===== src/rtl/alu_pkg.sv =====
// alu_pkg: opcode, arbiter state and flag index definitions shared by the ALU and its arbiter
package alu_pkg;
   typedef enum logic [1:0] {ADD = 2'b00, SUB = 2'b01, AND = 2'b10, OR = 2'b11} alu_op_t;
   typedef enum logic [1:0] {IDLE, EXEC, RESP} arb_state_t;
   localparam int FLAG_N = 3;
   localparam int FLAG_Z = 2;
   localparam int FLAG_C = 1;
   localparam int FLAG_V = 0;
endpackage


===== src/rtl/ALU.sv =====
// ALU: combinational ADD/SUB/AND/OR with {N,Z,C,V} flags; C is the carry out (no-borrow on SUB)
module ALU
   import alu_pkg::*;
#(
   parameter int WIDTH = 4
) (
   input  logic [WIDTH-1:0] a,
   input  logic [WIDTH-1:0] b,
   input  alu_op_t          op,
   output logic [WIDTH-1:0] result,
   output logic [3:0]       flags
);
   logic sub;
   logic [WIDTH:0] sum;
   always_comb begin
      sub = op == SUB;
      sum = {1'b0, a} + {1'b0, sub ? ~b : b} + {{WIDTH{1'b0}}, sub};
      result = op == AND ? a & b : op == OR ? a | b : sum[WIDTH-1:0];
      flags = '0;
      flags[FLAG_N] = result[WIDTH-1];
      flags[FLAG_Z] = result == '0;
      flags[FLAG_C] = !op[1] && sum[WIDTH];
      // signed overflow: ADD needs equal operand signs, SUB needs differing ones
      flags[FLAG_V] = !op[1] && ((a[WIDTH-1] ^ b[WIDTH-1]) == sub) && (result[WIDTH-1] != a[WIDTH-1]);
   end
endmodule


===== src/rtl/alu_arbiter.sv =====
// alu_arbiter: round-robin sharing of one ALU between two valid/ready requesters
module alu_arbiter
   import alu_pkg::*;
#(
   parameter int WIDTH = 4
) (
   input  logic             clk,
   input  logic             rst,
   input  logic [1:0]       req_valid,
   output logic [1:0]       req_ready,
   input  logic [WIDTH-1:0] a0,
   input  logic [WIDTH-1:0] b0,
   input  logic [1:0]       op0,
   input  logic [WIDTH-1:0] a1,
   input  logic [WIDTH-1:0] b1,
   input  logic [1:0]       op1,
   output logic [1:0]       rsp_valid,
   input  logic [1:0]       rsp_ready,
   output logic [WIDTH-1:0] rsp_result,
   output logic [3:0]       rsp_flags,
   output logic             busy
);
   arb_state_t state_q, state_d;
   logic owner_q, last_grant_q, gnt;
   logic [WIDTH-1:0] a_q, b_q, alu_result, rsp_result_q;
   logic [3:0] alu_flags, rsp_flags_q;
   alu_op_t op_q;
   ALU #(.WIDTH(WIDTH)) u_alu (
      .a(a_q),
      .b(b_q),
      .op(op_q),
      .result(alu_result),
      .flags(alu_flags)
   );
   always_comb begin
      gnt = &req_valid ? !last_grant_q : req_valid[1];
      req_ready = state_q == IDLE ? req_valid & (gnt ? 2'b10 : 2'b01) : 2'b00;
      rsp_valid = state_q == RESP ? (owner_q ? 2'b10 : 2'b01) : 2'b00;
      busy = state_q != IDLE;
      state_d = state_q == IDLE ? (|req_ready ? EXEC : IDLE) :
                state_q == EXEC ? RESP : (rsp_ready[owner_q] ? IDLE : RESP);
   end
   always_ff @(posedge clk) begin
      if (rst) begin
         state_q      <= IDLE;
         owner_q      <= 1'b0;
         last_grant_q <= 1'b1;
         a_q          <= '0;
         b_q          <= '0;
         op_q         <= ADD;
         rsp_result_q <= '0;
         rsp_flags_q  <= '0;
      end else begin
         state_q <= state_d;
         if (state_q == IDLE && |req_ready) begin
            owner_q      <= gnt;
            last_grant_q <= gnt;
            a_q          <= gnt ? a1 : a0;
            b_q          <= gnt ? b1 : b0;
            op_q         <= alu_op_t'(gnt ? op1 : op0);
         end
         if (state_q == EXEC) begin
            rsp_result_q <= alu_result;
            rsp_flags_q  <= alu_flags;
         end
      end
   end
   assign rsp_result = rsp_result_q;
   assign rsp_flags  = rsp_flags_q;
endmodule


===== config.mk =====
export PLATFORM = sky130hd
export DESIGN_NAME = alu_arbiter
export DESIGN_NICKNAME = d
export VERILOG_FILES = /design/src/rtl/alu_pkg.sv /design/src/rtl/ALU.sv /design/src/rtl/alu_arbiter.sv
export SDC_FILE = /design/constraint.sdc
export NUM_CORES = 1
export LEC_CHECK = 0
export CORE_UTILIZATION = 42
export CTS_BUF_LIST = sky130_fd_sc_hd__clkbuf_16
export DETAILED_ROUTE_END_ITERATION = 12
export GPL_TIMING_DRIVEN = 0
export PLACE_DENSITY = 0.79
export SLEW_MARGIN = 20
export SYNTH_ARGS = -nofsm -noshare
export SYNTH_HDL_FRONTEND = slang
export SYNTH_SLANG_ARGS = --single-unit

===== constraint.sdc =====
create_clock -name clk -period 2.3 [get_ports clk]
set_clock_uncertainty 0.1 [all_clocks]
set_input_delay 0.46 -clock clk [delete_from_list [all_inputs] [get_ports clk]]
set_output_delay 0.46 -clock clk [all_outputs]
set_load 0.005 [all_outputs]

Yosys cells after proc, flatten, opt, wreduce, memory -nomap -nowiden
Cells that the tools add are included.

Flip-flop bits (word level): 22. Latch bits: 0. RAM bits: 0. ROM bits: 0. Input bits: 26. Output and inout bits: 13. Logic and storage cells: 51. Memories kept: 0.

Add/sub/neg operators: 2. Multipliers: 0. Divide/modulo/power cells: 0. $lt $le $gt $ge: 1. Eq/ne operators: 7. Shift operators: 0. Mux-type cells: 17. Bitwise gates (word level): 5. Reductions and logical operators: 11.

Operators with widths (number): 4-bit two-way mux (5); 2-bit two-way mux (8); 2-bit equality test (second input constant) (3); 4-bit by 4-bit adder with 5-bit output (1); 5-bit by 1-bit adder with 5-bit output (1); 4-bit AND (1); 2-bit by 1-bit equality test with 1-bit output (second input constant) (2); 1-bit logical AND (4); 4-bit zero test (1); 1-bit two-way mux (4); 4-bit inverter (1); 4-bit bitwise OR (1); 2-bit AND (1); 1-bit zero test (2); 2-bit zero test (1); 1-bit by 2-bit < comparator with 1-bit output (second input constant) (1); 2-bit AND reduction (1); 2-bit nonzero test (1); 2-bit OR reduction (1); 1-bit equality test (1); 1-bit inequality test (1); 1-bit bitwise XOR (1).

Logic depth before layout (Yosys ltp)
Depth in word-level cells: 8. Gate-level depth with buffers: 10.

Modules after synthesis
A second synthesis with hierarchy kept.

Cell total of the unflattened synthesis: 172. Area, all modules: 1452.6 µm².

Modules (own cells, without submodules): alu_arbiter (instances 1, cells each 116, area an instance 1006.0 µm², sequential area each 440.4 µm²); ALU (instances 1, cells each 56, area an instance 446.7 µm², sequential area each 0.0 µm²).

Worst setup path after synthesis
Ideal clock, no wire load.

Path type: reg2reg. From: register op_q[0]. To: register rsp_flags_q[2] (netlist: rsp_flags[2]). Setup time: 117 ps. Arrival: 2041 ps. Setup slack: 42 ps. Cell stages (with the launch flop): 10. Path through: dfxtp_1 > buf_2 > nand2_1 > xnor2_1 > inv_1 > fa_1 > xor2_1 > a22oi_1 > a21oi_1 > a32o_1.

Word-level cells in the longest chain between the ends: 7. Elaborated cells on any way between the ends: 9. Classes of those cells: 2 x add/sub; 3 x eq/ne; 3 x mux; 1 x reduce/logical.

Ends and longest elaborated chain: start: declaration (RTL line alu_arbiter.sv:27) `alu_op_t op_q;`; start signal: assignment (RTL line alu_arbiter.sv:60) `op_q <= alu_op_t'(gnt ? op1 : op0);`; 2-bit by 1-bit equality test with 1-bit output (RTL line ALU.sv:16) `sub = op == SUB;`; 4-bit two-way mux (RTL line ALU.sv:17) `sum = {1'b0, a} + {1'b0, sub ? ~b : b} + {{WIDTH{1'b0}}, sub};`; 4-bit by 4-bit adder with 5-bit output (RTL line ALU.sv:17); 5-bit by 1-bit adder with 5-bit output (RTL line ALU.sv:17); 4-bit two-way mux (RTL line ALU.sv:18) `result = op == AND ? a & b : op == OR ? a | b : sum[WIDTH-1:0];`; 4-bit two-way mux (*) (RTL line ALU.sv:18); 4-bit zero test (*) (RTL line ALU.sv:21) `flags[FLAG_Z] = result == '0;`; end signal: assignment (RTL line alu_arbiter.sv:64) `rsp_flags_q <= alu_flags;`; end: declaration (RTL line alu_arbiter.sv:26) `logic [3:0] alu_flags, rsp_flags_q;`.

Mark *: on every way between the ends. The rest lies on a longest branch, timed or not. A chain may end at the register's enable or synchronous reset.

Final worst setup path
From: register op_q[1]. To: register rsp_flags_q[2] (netlist: rsp_flags[2]).

The elaborated chain is that of the path after synthesis.

==> results.py <==
metrics = {
    "yosys": {
        "syn-cell-area_um2": 1292,
        "syn-num-nets": 184,
        "syn_area_per_cell_um2": 8.674,
        "synth.ff_latch_count": 21,
        "count_of_different_cell_masters_after_synthesis": 36,
        "netlist.top_cell.by_area": "sky130_fd_sc_hd__dfxtp_1",
        "yosys_warnings": 0,
        "synthesis.instances": 149,
        "synth_area_leaders": "sky130_fd_sc_hd__dfxtp_1 33%, sky130_fd_sc_hd__mux2i_1 9.3%, sky130_fd_sc_hd__nor2_1 7.8%",
        "netlist.area_leader.share": 0.3253,
        "yosysSeqAreaShare": 0.3253,
    },
    "layout": {
        "layout.nets": 236,
        "mostFrequentLayoutCells": "36 x sky130_fd_sc_hd__clkdlybuf4s50_1, 27 x sky130_fd_sc_hd__nor2_1, 19 x sky130_fd_sc_hd__dfxtp_1, 12 x sky130_fd_sc_hd__mux2i_1, 12 x sky130_fd_sc_hd__a211oi_1",
        "most_common_cell_after_layout_fill_and_taps_aside": "sky130_fd_sc_hd__clkdlybuf4s50_1",
        "drive_above_1_share": 0.1650,
        "synthToLayoutAreaGrowth_pct": 50.63,
        "antenna_cells": 0,
        "fin_util": 0.6882,
        "post_layout_nonfiller_instances": 231,
        "fill_cells": 225,
    },
    "floorplanning": {
        "die_x_um": 57.48,
        "design.die.area_um2": 3303,
        "die_height_um": 57.48,
        "placement_rows": 19,
        "top_level_ports": 39,
        "starting_utilization_of_the_core_area": 0.4569,
        "placeableCoreArea_um2": 2829,
    },
    "route": {
        "routed_wire_length_per_instance_um": 14.38,
        "wirelength_met1_um": 1361,
        "postRouteAntennaNets": 0,
        "vias": 1267,
        "wl_met3_um": 221,
        "drt_wl_total_um": 3322,
        "vias_per_cell": 5.485,
        "wl_met2_um": 1682,
        "initialDrtViolationCount": 30,
        "topRoutingLayerUsed": "met4",
        "detail_route.drc_violations": 3,
        "dr.pass1.iters": 10,
    },
    "clock_network": {
        "tritoncts.num_buffers": 3,
        "cts-hold-fix-buffers": 0,
        "tritoncts_num_sinks": 21,
        "cts.htree.levels": 1,
        "clkLatencyLatePin_ps": 260,
        "clk_transition_reported_paths_ps": 60,
        "tritoncts": "yes",
        "clk_path_buf_depth": 2,
        "clock_tree.root_cell": "sky130_fd_sc_hd__clkbuf_16",
    },
    "sta": {
        "hold_slack_ps": 365.4,
        "max_freq_ghz": 0.4428,
        "hold_violations": 0,
        "slew_headroom": 0.6495,
        "slew_violations": 0,
        "min_period_over_period": 0.9819,
        "grt_setup_unrepaired": "yes",
        "setup_total_negative_slack_ps": 0,
        "timing_worst_slew_pin_value_ps": 525.7,
        "finalWorstPathRequiredPeriod_ps": 2258,
        "setup_viol": 0,
        "final_setup_slack_of_the_worst_path_ps": 41.72,
    },
    "min_path": {
        "hold_end": "rsp_result[1]",
        "worst_hold_startpoint": "rsp_result[1]",
        "holdPathStages": 2,
        "min-delay-path-class": "reg -> reg",
    },
    "critical_path": {
        "timing.reg2reg.setup_slack_ps": 40,
        "r2r.worst_path.cells": 10,
        "critPathCaptureType": "register",
        "setup.worst_path.class": "reg -> reg",
        "critical_path_peak_fanout": 7,
        "critical_path_required_ps": 2350,
        "critical_path.startpoint_type": "register",
        "regToRegEndpoint": "rsp_flags[2]",
        "crit-reg2reg-launch": "op_q[1]",
        "critical_path_arrival_ps": 2310,
    },
    "pwr": {
        "cellPowerDensity_nw_per_um2": 694.4,
        "ir_drop_mv": 0.3461,
        "power_leakage_uw": 0.0008206,
    },
    "placement": {
        "number_of_buffers_inserted_by_port_buffering": 38,
        "weighted_congestion_reported_at_the_end_of_routability_driven_placement": 0.8630,
        "placed_cells": 218,
        "hpwl_um": 2273,
        "detailedPlace.worstSlack_ps": -409.4,
    },
    "global_route": {
        "vias_in_the_first_global_route": 1199,
        "grt_overflow_total": 0,
        "largest_net_degree_at_the_start_of_global_routing": 12,
        "initial_antenna_violation_count": 0,
        "wire_length_of_the_first_global_routing_pass_um": 5306,
        "grt_util_all_layers": 0.2131,
    },
    "run_status": {
        "violations": "DRC",
        "outcome": "complete, but fails checks",
    },
    "job": {
        "cap_violations": 0,
    },
}
==> cell families (layout without fill, tap and decap cells) <==
group | Yosys count | count (layout) | synth area share
buf+inv | 19 | 70 | 0.06873
fa+ha+maj | 11 | 11 | 0.1084
xor+xnor | 7 | 7 | 0.05325
flops | 21 | 21 | 0.3253
mux | 12 | 12 | 0.09294
compound gates | 32 | 32 | 0.1762
simple gates | 47 | 47 | 0.1752
==> state kept, by name, indices dropped and copies added (netlist names) <==
| name | flops |
|---|---|
| a_q | 4 |
| b_q | 4 |
| last_grant_q | 1 |
| op_q | 2 |
| owner_q | 1 |
| rsp_flags | 3 |
| rsp_result | 4 |
| state_q | 2 |
==> cell usage after synthesis <==
master / count
sky130_fd_sc_hd__and2_1: 1
sky130_fd_sc_hd__a21boi_0: 1
sky130_fd_sc_hd__a21o_1: 1
sky130_fd_sc_hd__nand4b_4: 1
sky130_fd_sc_hd__a211oi_1: 13
sky130_fd_sc_hd__a32o_1: 2
sky130_fd_sc_hd__a22oi_1: 1
sky130_fd_sc_hd__inv_1: 11
sky130_fd_sc_hd__clkbuf_1: 2
sky130_fd_sc_hd__nand2b_1: 1
sky130_fd_sc_hd__nor3_1: 5
sky130_fd_sc_hd__nor2b_1: 2
sky130_fd_sc_hd__a211o_1: 1
sky130_fd_sc_hd__a21oi_1: 9
sky130_fd_sc_hd__o21a_1: 1
sky130_fd_sc_hd__buf_2: 2
sky130_fd_sc_hd__mux2i_1: 12
sky130_fd_sc_hd__nand4_1: 1
sky130_fd_sc_hd__or3_1: 1
sky130_fd_sc_hd__xnor2_1: 5
sky130_fd_sc_hd__nor2_1: 27
sky130_fd_sc_hd__o211ai_1: 1
sky130_fd_sc_hd__nor3b_1: 1
sky130_fd_sc_hd__a31oi_1: 1
sky130_fd_sc_hd__buf_1: 1
sky130_fd_sc_hd__fa_1: 1
sky130_fd_sc_hd__xor2_2: 1
sky130_fd_sc_hd__dfxtp_1: 21
sky130_fd_sc_hd__buf_6: 1
sky130_fd_sc_hd__ha_1: 8
sky130_fd_sc_hd__maj3_1: 2
sky130_fd_sc_hd__buf_4: 2
sky130_fd_sc_hd__xor2_1: 1
sky130_fd_sc_hd__and3b_1: 1
sky130_fd_sc_hd__o211ai_2: 1
sky130_fd_sc_hd__nand2_1: 6
==> worst max-delay path by stage <==
stage                       startpoint      endpoint  cells after the start  slack (ps)
after floorplan                op_q[0]  rsp_flags[2]                      9          40
after global placement    req_valid[1]  req_ready[0]                      5        -340
after detailed placement  req_valid[1]  req_ready[0]                      5        -410
after CTS                      op_q[0]  rsp_flags[2]                      9           1
after global routing           op_q[1]  rsp_flags[2]                     10         -40
final                          op_q[1]  rsp_flags[2]                     10          40
==> worst max-delay path, stage by stage (launching register included) <==
cell	delay, ps
sky130_fd_sc_hd__dfxtp_2	320
sky130_fd_sc_hd__buf_6	120
sky130_fd_sc_hd__clkinvlp_4	110
sky130_fd_sc_hd__nand2_4	120
sky130_fd_sc_hd__xnor2_2	140
sky130_fd_sc_hd__inv_1	90
sky130_fd_sc_hd__fa_2	410
sky130_fd_sc_hd__xor2_2	170
sky130_fd_sc_hd__a22oi_1	210
sky130_fd_sc_hd__a21oi_1	100
sky130_fd_sc_hd__a32o_1	260
==> area by class of cell <==
| class | instances | area [um2] | area share |
|---|---|---|---|
| multi-input combinational | 109 | 850.8 | 0.4370 |
| timing repair buffer | 47 | 445.4 | 0.2288 |
| sequential | 21 | 422.9 | 0.2172 |
| clock buffer | 3 | 75.07 | 0.03856 |
| buffer | 8 | 65.06 | 0.03342 |
| inverter | 11 | 45.04 | 0.02314 |
| tap | 31 | 38.79 | 0.01992 |
| clock inverter | 1 | 3.754 | 0.001928 |
==> timing repair <==
| item | in CTS | in global routing |
|---|---|---|
| endpoints found under the setup margin | 6 | 3 |
| setup buffers | 3 | 6 |
| pin swaps | 2 | 11 |
| gates resized for setup | 15 | 8 |
| endpoints found under the hold margin | 0 | 0 |
==> metrics by stage <==
step                      cell area, um2  power (uW)
after global placement              1712       880.4
final                               1947        1352
after detailed placement            1712       899.2
after CTS                           1862        1296
after floorplan                     1292       747.7
after global routing                1947        1431
==> power by group <==
part	total [uW]	internal (uW)	switching, uW
combinational	528	280	248
clock	368	232	136
sequential	456	407	48.8
==> per-layer routing <==
layer,vias up,track usage
met5,-,0
met1,587,0.2313
li1,620,-
met3,7,0.05215
met4,0,0.08014
met2,53,0.3953
No activity file was read; power rests on OpenSTA's default activity.
